===== config.mk =====
export PLATFORM = sky130hd
export DESIGN_NAME = ps2_status_line_writer_flat
export DESIGN_NICKNAME = d
export VERILOG_FILES = /design/src/rtl/ps2_text_pkg.sv /design/src/rtl/ps2_status_line_writer_if.sv /design/src/rtl/ps2_status_line_writer_bin_to_dec3.sv /design/src/rtl/ps2_status_line_writer.sv /design/src/flat_wrapper.sv
export SDC_FILE = /design/constraint.sdc
export NUM_CORES = 1
export LEC_CHECK = 0
export BUFFER_PORTS_ARGS = -buffer_cell sky130_fd_sc_hd__buf_2
export CAP_MARGIN = 20
export CORE_ASPECT_RATIO = 1.2
export CORE_UTILIZATION = 52
export DETAILED_ROUTE_END_ITERATION = 10
export MAX_ROUTING_LAYER = met4
export PLACE_DENSITY = 0.8
export REMOVE_ABC_BUFFERS = 1
export SLEW_MARGIN = 10
export SYNTH_ARGS = -nofsm -noshare
export SYNTH_HDL_FRONTEND = slang
export SYNTH_SLANG_ARGS = --single-unit

===== constraint.sdc =====
create_clock -name i_clock -period 3.2 [get_ports i_clock]
set_input_delay 0.32 -clock i_clock [delete_from_list [all_inputs] [get_ports i_clock]]
set_output_delay 0.32 -clock i_clock [all_outputs]
set_load 0.02 [all_outputs]

===== src/rtl/ps2_text_pkg.sv =====
// ps2_text_pkg
//   Shared text definitions for the PS/2 keyboard line editor and the status
//   line writer: ASCII constants, line buffer geometry, writer FSM encoding
//   and small formatting helpers.
package ps2_text_pkg;

  localparam logic [7:0] CH_V  = 8'h56;
  localparam logic [7:0] CH_E  = 8'h45;
  localparam logic [7:0] CH_L  = 8'h4C;
  localparam logic [7:0] CH_EQ = 8'h3D;
  localparam logic [7:0] CH_SP = 8'h20;
  localparam logic [7:0] CH_A  = 8'h41;
  localparam logic [7:0] CH_N  = 8'h4E;
  localparam logic [7:0] CH_G  = 8'h47;
  localparam logic [7:0] CH_F  = 8'h46;
  localparam logic [7:0] CH_0  = 8'h30;
  localparam logic [7:0] CH_LF = 8'h0A;

  localparam int LINE_BITS  = 256;
  localparam int LINE_CHARS = 32;
  // Number of characters in one status line ("VEL=ddd ANG=ddd F=f" + terminator).
  localparam int STATUS_LEN = 20;

  typedef enum logic [2:0] {
    ST_IDLE   = 3'd0,
    ST_LATCH  = 3'd1,
    ST_CONV_V = 3'd2,
    ST_CONV_A = 3'd3,
    ST_EMIT   = 3'd4,
    ST_DONE   = 3'd5
  } writer_state_t;

  // Saturate a 32-bit unsigned value to max_value (which fits in 10 bits).
  function automatic logic [9:0] clamp_value(input logic [31:0] value,
                                             input logic [31:0] max_value);
    if (value > max_value) begin
      return max_value[9:0];
    end
    return value[9:0];
  endfunction

  function automatic logic [7:0] digit_char(input logic [3:0] digit);
    return CH_0 + {4'b0000, digit};
  endfunction

endpackage


===== src/rtl/ps2_status_line_writer_if.sv =====
// ps2_status_line_writer_if
//   Request / character-stream bundle between a client and the status line
//   writer.
//   send, velocity, angle, fire : request and launcher state (client -> writer)
//   ascii_char, char_valid      : offered character (writer -> client)
//   char_ready                  : client accepts the offered character
//   line_content, line_done     : finished packed line and its completion pulse
//   busy                        : writer is not idle
interface ps2_status_line_writer_if;
  import ps2_text_pkg::*;

  logic                 send;
  logic [31:0]          velocity;
  logic [31:0]          angle;
  logic                 fire;
  logic [7:0]           ascii_char;
  logic                 char_valid;
  logic                 char_ready;
  logic [LINE_BITS-1:0] line_content;
  logic                 line_done;
  logic                 busy;

  modport master (
    output send, velocity, angle, fire, char_ready,
    input  ascii_char, char_valid, line_content, line_done, busy
  );

  modport slave (
    input  send, velocity, angle, fire, char_ready,
    output ascii_char, char_valid, line_content, line_done, busy
  );
endinterface


===== src/rtl/ps2_status_line_writer_bin_to_dec3.sv =====
// bin_to_dec3
//   Sequential binary to 3-digit decimal converter using repeated
//   compare-subtract (hundreds first, then tens; the remainder is the ones).
//   i_clock, i_reset : clock and synchronous active-high reset
//   i_start          : load i_value and begin conversion (one-cycle pulse)
//   i_value          : value to convert, expected <= 999
//   o_d2, o_d1, o_d0 : hundreds, tens, ones digits; valid while o_done is high
//   o_done           : one-cycle pulse when the digits are final
module bin_to_dec3 (
  input  logic       i_clock,
  input  logic       i_reset,
  input  logic       i_start,
  input  logic [9:0] i_value,
  output logic [3:0] o_d2,
  output logic [3:0] o_d1,
  output logic [3:0] o_d0,
  output logic       o_done
);

  typedef enum logic [1:0] {
    PH_IDLE = 2'd0,
    PH_HUND = 2'd1,
    PH_TENS = 2'd2
  } phase_t;

  phase_t     r_phase;
  logic [9:0] r_rem;
  logic [3:0] r_hund;
  logic [3:0] r_tens;

  always_ff @(posedge i_clock) begin
    if (i_reset) begin
      r_phase <= PH_IDLE;
      r_rem   <= '0;
      r_hund  <= '0;
      r_tens  <= '0;
    end else if (i_start) begin
      // The load cycle already performs the first hundreds step, which keeps
      // a worst-case (999) conversion within 20 cycles including the start.
      r_tens  <= '0;
      r_phase <= PH_HUND;
      if (i_value >= 10'd100) begin
        r_rem  <= i_value - 10'd100;
        r_hund <= 4'd1;
      end else begin
        r_rem  <= i_value;
        r_hund <= 4'd0;
      end
    end else begin
      case (r_phase)
        PH_HUND: begin
          if (r_rem >= 10'd100) begin
            r_rem  <= r_rem - 10'd100;
            r_hund <= r_hund + 4'd1;
          end else begin
            r_phase <= PH_TENS;
          end
        end
        PH_TENS: begin
          if (r_rem >= 10'd10) begin
            r_rem  <= r_rem - 10'd10;
            r_tens <= r_tens + 4'd1;
          end else begin
            r_phase <= PH_IDLE;
          end
        end
        default: ;
      endcase
    end
  end

  // Done is flagged in the same cycle the remainder drops below ten, so the
  // caller can capture the digits without waiting an extra cycle.
  assign o_done = (r_phase == PH_TENS) && (r_rem < 10'd10);
  assign o_d2   = r_hund;
  assign o_d1   = r_tens;
  assign o_d0   = r_rem[3:0];

endmodule


===== src/rtl/ps2_status_line_writer.sv =====
// ps2_status_line_writer
//   Formats the launcher state as "VEL=ddd ANG=ddd F=f<TERMINATOR>" and emits
//   it one character per accepted handshake, also building a packed copy of
//   the line (char k at [255-8k -: 8], unused bytes zero).
//   i_clock, i_reset : clock and synchronous active-high reset
//   io_line          : request inputs, character stream, packed line, status
module ps2_status_line_writer
  import ps2_text_pkg::*;
#(
  parameter int         MAX_VALUE  = 999,
  parameter logic [7:0] TERMINATOR = CH_LF
) (
  input  logic                    i_clock,
  input  logic                    i_reset,
  ps2_status_line_writer_if.slave io_line
);

  localparam int         BYTE_W   = LINE_BITS / LINE_CHARS;
  localparam logic [4:0] LAST_IDX = 5'(STATUS_LEN - 1);

  writer_state_t        r_state;
  logic [9:0]           r_vel;
  logic [9:0]           r_ang;
  logic                 r_fire;
  logic [3:0]           r_v2, r_v1, r_v0;
  logic [3:0]           r_a2, r_a1, r_a0;
  logic [4:0]           r_idx;
  logic [7:0]           r_ascii;
  logic                 r_valid;
  logic                 r_done;
  logic                 r_busy;
  logic                 r_start;
  logic [LINE_BITS-1:0] r_line;

  logic [9:0]           w_conv_value;
  logic [3:0]           w_d2, w_d1, w_d0;
  logic                 w_conv_done;
  logic [4:0]           w_next_idx;
  logic [7:0]           w_next_char;
  logic [7:0]           w_shift;
  logic [LINE_BITS-1:0] w_line_byte;

  // One converter serves both fields: velocity in CONV_V, angle in CONV_A.
  assign w_conv_value = (r_state == ST_CONV_A) ? r_ang : r_vel;

  bin_to_dec3 u_conv (
    .i_clock (i_clock),
    .i_reset (i_reset),
    .i_start (r_start),
    .i_value (w_conv_value),
    .o_d2    (w_d2),
    .o_d1    (w_d1),
    .o_d0    (w_d0),
    .o_done  (w_conv_done)
  );

  // ascii_char is registered, so the mux looks one index ahead and the next
  // character is loaded on the same edge that accepts the current one.
  assign w_next_idx = r_idx + 5'd1;

  always_comb begin
    w_next_char = 8'h00;
    case (w_next_idx)
      5'd0:  w_next_char = CH_V;
      5'd1:  w_next_char = CH_E;
      5'd2:  w_next_char = CH_L;
      5'd3:  w_next_char = CH_EQ;
      5'd4:  w_next_char = digit_char(r_v2);
      5'd5:  w_next_char = digit_char(r_v1);
      5'd6:  w_next_char = digit_char(r_v0);
      5'd7:  w_next_char = CH_SP;
      5'd8:  w_next_char = CH_A;
      5'd9:  w_next_char = CH_N;
      5'd10: w_next_char = CH_G;
      5'd11: w_next_char = CH_EQ;
      5'd12: w_next_char = digit_char(r_a2);
      5'd13: w_next_char = digit_char(r_a1);
      5'd14: w_next_char = digit_char(r_a0);
      5'd15: w_next_char = CH_SP;
      5'd16: w_next_char = CH_F;
      5'd17: w_next_char = CH_EQ;
      5'd18: w_next_char = r_fire ? (CH_0 + 8'd1) : CH_0;
      5'd19: w_next_char = TERMINATOR;
      default: w_next_char = 8'h00;
    endcase
  end

  // The line is cleared at LATCH, so each accepted byte can simply be OR-ed
  // into its slot.
  assign w_shift     = 8'(r_idx) * 8'(BYTE_W);
  assign w_line_byte = {r_ascii, {(LINE_BITS-BYTE_W){1'b0}}} >> w_shift;

  always_ff @(posedge i_clock) begin
    if (i_reset) begin
      r_state <= ST_IDLE;
      r_vel   <= '0;
      r_ang   <= '0;
      r_fire  <= 1'b0;
      r_v2    <= '0;
      r_v1    <= '0;
      r_v0    <= '0;
      r_a2    <= '0;
      r_a1    <= '0;
      r_a0    <= '0;
      r_idx   <= '0;
      r_ascii <= '0;
      r_valid <= 1'b0;
      r_done  <= 1'b0;
      r_busy  <= 1'b0;
      r_start <= 1'b0;
      r_line  <= '0;
    end else begin
      r_start <= 1'b0;
      r_done  <= 1'b0;
      case (r_state)
        ST_IDLE: begin
          if (io_line.send) begin
            r_state <= ST_LATCH;
            r_busy  <= 1'b1;
          end
        end
        ST_LATCH: begin
          r_vel   <= clamp_value(io_line.velocity, 32'(MAX_VALUE));
          r_ang   <= clamp_value(io_line.angle, 32'(MAX_VALUE));
          r_fire  <= io_line.fire;
          r_line  <= '0;
          r_start <= 1'b1;
          r_state <= ST_CONV_V;
        end
        ST_CONV_V: begin
          if (w_conv_done) begin
            r_v2    <= w_d2;
            r_v1    <= w_d1;
            r_v0    <= w_d0;
            r_start <= 1'b1;
            r_state <= ST_CONV_A;
          end
        end
        ST_CONV_A: begin
          if (w_conv_done) begin
            r_a2    <= w_d2;
            r_a1    <= w_d1;
            r_a0    <= w_d0;
            r_idx   <= '0;
            r_ascii <= CH_V;
            r_valid <= 1'b1;
            r_state <= ST_EMIT;
          end
        end
        ST_EMIT: begin
          if (r_valid && io_line.char_ready) begin
            r_line <= r_line | w_line_byte;
            if (r_idx == LAST_IDX) begin
              r_valid <= 1'b0;
              r_ascii <= '0;
              r_done  <= 1'b1;
              r_state <= ST_DONE;
            end else begin
              r_idx   <= w_next_idx;
              r_ascii <= w_next_char;
            end
          end
        end
        ST_DONE: begin
          r_busy  <= 1'b0;
          r_state <= ST_IDLE;
        end
        default: begin
          r_state <= ST_IDLE;
          r_busy  <= 1'b0;
        end
      endcase
    end
  end

  assign io_line.ascii_char   = r_ascii;
  assign io_line.char_valid   = r_valid;
  assign io_line.line_content = r_line;
  assign io_line.line_done    = r_done;
  assign io_line.busy         = r_busy;

endmodule


===== src/flat_wrapper.sv =====
// flat-port wrapper written by rule: the top's interface ports become plain ports
module ps2_status_line_writer_flat import ps2_text_pkg::*;
#(
  parameter int         MAX_VALUE  = 999,
  parameter logic [7:0] TERMINATOR = CH_LF
)
  (i_clock, i_reset, io_line_send, io_line_velocity, io_line_angle, io_line_fire, io_line_char_ready, io_line_ascii_char, io_line_char_valid, io_line_line_content, io_line_line_done, io_line_busy);
  ps2_status_line_writer_if io_line_i ();
  input  logic i_clock;
  input  logic i_reset;
  input wire logic [$bits(io_line_i.send)-1:0] io_line_send;
  input wire logic [$bits(io_line_i.velocity)-1:0] io_line_velocity;
  input wire logic [$bits(io_line_i.angle)-1:0] io_line_angle;
  input wire logic [$bits(io_line_i.fire)-1:0] io_line_fire;
  input wire logic [$bits(io_line_i.char_ready)-1:0] io_line_char_ready;
  output wire logic [$bits(io_line_i.ascii_char)-1:0] io_line_ascii_char;
  output wire logic [$bits(io_line_i.char_valid)-1:0] io_line_char_valid;
  output wire logic [$bits(io_line_i.line_content)-1:0] io_line_line_content;
  output wire logic [$bits(io_line_i.line_done)-1:0] io_line_line_done;
  output wire logic [$bits(io_line_i.busy)-1:0] io_line_busy;
  assign io_line_i.send = io_line_send;
  assign io_line_i.velocity = io_line_velocity;
  assign io_line_i.angle = io_line_angle;
  assign io_line_i.fire = io_line_fire;
  assign io_line_i.char_ready = io_line_char_ready;
  assign io_line_ascii_char = io_line_i.ascii_char;
  assign io_line_char_valid = io_line_i.char_valid;
  assign io_line_line_content = io_line_i.line_content;
  assign io_line_line_done = io_line_i.line_done;
  assign io_line_busy = io_line_i.busy;
  ps2_status_line_writer #(.MAX_VALUE(MAX_VALUE), .TERMINATOR(TERMINATOR)) u_core (.i_clock(i_clock), .i_reset(i_reset), .io_line(io_line_i));
endmodule

==> flow_summary.ini <==
[run_status]
status = complete, no violations

[worst_setup_path]
max_stage_delay_ps = 540
cp_num_buf_inv = 2
criticalPathCategory = flip-flop to flip-flop
crit_family = multiplexers
critPathArrivalTime_ps = 3110
critPathCaptureType = flip-flop
crit_chain = nand3b_1 > mux2i_1 > inv_1 > ha_1 > inv_1 > o211ai_1 > a21oi_2 > mux2_2 > o21ai_1
worstPathMaxFanout = 13
critPathRequiredTime_ps = 3660
worstSetupStartpointType = flip-flop
crit_top_cell = inv_1
cpMaxStageDelayCell = dfxtp_1

[floorplanning]
die_y_um = 167.5
die_area_um2 = 23440
die_x_um = 139.9
start_util = 0.5305
ios = 336
core_um2 = 22370
rows = 60

[drt]
dr.pass1.iters = 5
ant_nets = 0
vias = 11270
drt_iter0_markers = 747
drc_errors = 0
routed_wl_um = 34550
via_per_inst = 5.617
routedWlPerCell_um = 17.22

[global_route]
overflow = 0
grt_pass1_wl_um = 53980
grt_max_degree = 69
grt_pass1_vias = 10290
grt_antenna_before_repair = 1
grt_usage = 0.2933

[power_and_ir_drop]
power_switching_share = 0.2261
power.leakage_nw = 6.513
ir_drop_uv = 400.1
p_clk_frac = 0.439
p_sw_w = 0.001787
seqPwrFrac = 0.497
comb_power_share = 0.064
intPower_w = 0.006119
cellPowerDensity_nw_per_um2 = 545.2

[yosys]
synthArstFlopShare = 0
yosysUniqueCellTypes = 63
syn-cell-area_um2 = 11870
synthFlopType = dfxtp_1
postSynthCellCount = 1431
avgSynthCellArea_um2 = 8.294
seq_area_frac_synth = 0.5195
synth_edf_count = 0
yosysWarnings = 0
yosys_register_bits = 308

[cells_and_area]
final_layout_size_suffix_gt1_frac = 0.2289
nNetsFinal = 1789
final_cell_mix = 357 x nor2_1, 308 x dfxtp_1, 302 x buf_2
area_delta_synth_final_pct = 22.18
final_common_cell = nor2_1

[cts]
cts_made_buffers = 28
cts.clk_slew.worst_paths_ps = 70
root_buffer = clkbuf_16
hold_buffers = 0
cts_buffer_depth = 3
clock_sinks = 308
postCtsResizedCells = 0
clock_latency_ps = 550
post_cts_buffers = 0
h-tree-depth = 1
cts_tree = built

[timing]
rsz0062_at_grt = no
max_clock_freq_mhz = 378.7
slew_headroom = 0.4558
setup-tns-final_ps = 0
finClkSkew_ps = 22.76
period_needed_ps = 2641
hold_viol_final = 0
worst_slew_pin_slew_ps = 815.2
drv_slew = 0
timing.final.crit_share = 0.8253
setup_viol = 0
holdWs_ps = 7.268

[placed_design]
io_buffers = 302
hpwl_um = 24980
gp_congestion = 0.9905

[job]
drv_cap = 0

[min_path]
hold_class = input port to flip-flop
[cell usage after synthesis, types with 6 or more instances]
master	count	area, um2
o21ai_0	25	125.1
o22ai_1	8	50.05
dfxtp_1	308	6166
inv_1	20	75.07
nor2b_1	9	56.30
nor2_1	357	1340
a211oi_1	8	60.06
nand4_1	9	56.30
nand3_1	17	85.08
nor4_1	12	75.07
ha_1	16	200.2
a22oi_1	11	82.58
buf_1	15	56.30
xnor2_1	13	113.9
buf_4	34	255.2
buf_2	6	30.03
and2_1	12	75.07
a21oi_1	269	1346
clkbuf_1	64	240.2
xor2_1	6	52.55
and3_1	9	56.30
mux2i_1	21	210.2
nor3_1	31	155.2
nand2_1	70	262.8
[stage by stage]
stage / total power, W / setup WS [ps] / cells / area, um2 / utilization
after CTS: 0.007925 / 573.0 / 2005 / 14500 / 0.6481
after global placement: 0.004499 / 732.8 / 1953 / 13520 / 0.6041
after floorplan: 0.004321 / -1541 / 1342 / 11380 / -
final: 0.007906 / 559.2 / 2006 / 14500 / 0.6482
after detailed placement: 0.004512 / 595.7 / 1953 / 13520 / 0.6041
after global routing: 0.008156 / 332.5 / 2006 / 14500 / 0.6482
[final timing paths]
check	startpoint	endpoint	slack (ps)	cells past startpoint
hold / removal	io_line_velocity[2]	u_core.r_vel[2]	7	3
setup / recovery	u_core.r_state[0]	u_core.u_conv.r_rem[3]	560	9
setup reg to reg	u_core.r_state[0]	u_core.u_conv.r_rem[3]	560	9
hold reg to reg	u_core.r_a1[2]	u_core.r_a1[2]	450	2
[power by group through the flow]
stage / sequential [W] / clock, W / combinational, W
3_5_place_dp: 0.00402 / 0 / 0.000495
2_1_floorplan: 0.00400 / 0 / 0.000319
3_3_place_gp: 0.00401 / 0 / 0.000485
4_1_cts: 0.00393 / 0.00350 / 0.000499
6_report: 0.00393 / 0.00347 / 0.000504
5_1_grt: 0.00394 / 0.00366 / 0.000557
[cells by family (layout without fill, tap and decap cells)]
kind of cell | after synthesis | in the layout | share of synthesized area
AOI/OAI and AO/OA | 366 | 366 | 0.1718
and+or+nand+nor | 552 | 552 | 0.1978
muxes | 25 | 25 | 0.02150
adders and majority gates | 16 | 16 | 0.01687
xor gates and xnor gates | 19 | 19 | 0.01402
DFF | 308 | 308 | 0.5195
other | 1 | 34 | 0.0003160
buffers and inverters | 144 | 407 | 0.05819
[state kept, by name, summed over array words and instances (netlist names), 5 cells and up]
signal / cells
u_core.r_ang: 10
u_core.io_line.line_content: 224
u_core.u_conv.r_rem: 10
u_core.io_line.ascii_char: 7
u_core.r_vel: 10
u_core.r_idx: 5
[metal layers]
metal / global-route usage / vias up / routed length (um)
li1: - / 5357 / -
met1: 0.3280 / 5263 / 13390
met2: 0.5167 / 547 / 17330
met3: 0.04432 / 100 / 2447
met4: 0.1271 / 0 / 1374
met5: - / - / 0
[cell type report]
cell class,instances,area [um2]
Sequential cell,308,6166
Clock inverter,10,140.1
Timing Repair Buffer,332,1774
Antenna cell,1,2.502
Tap cell,279,349.1
Clock buffer,42,843.3
Multi-Input combinational cell,1011,5140
Inverter,23,86.33
Fill cell,1829,7870
[worst min-delay path: stages]
cell	delay, ps
buf_2	90
inv_1	40
a211oi_1	50
No activity file was read; power rests on OpenSTA's default activity.
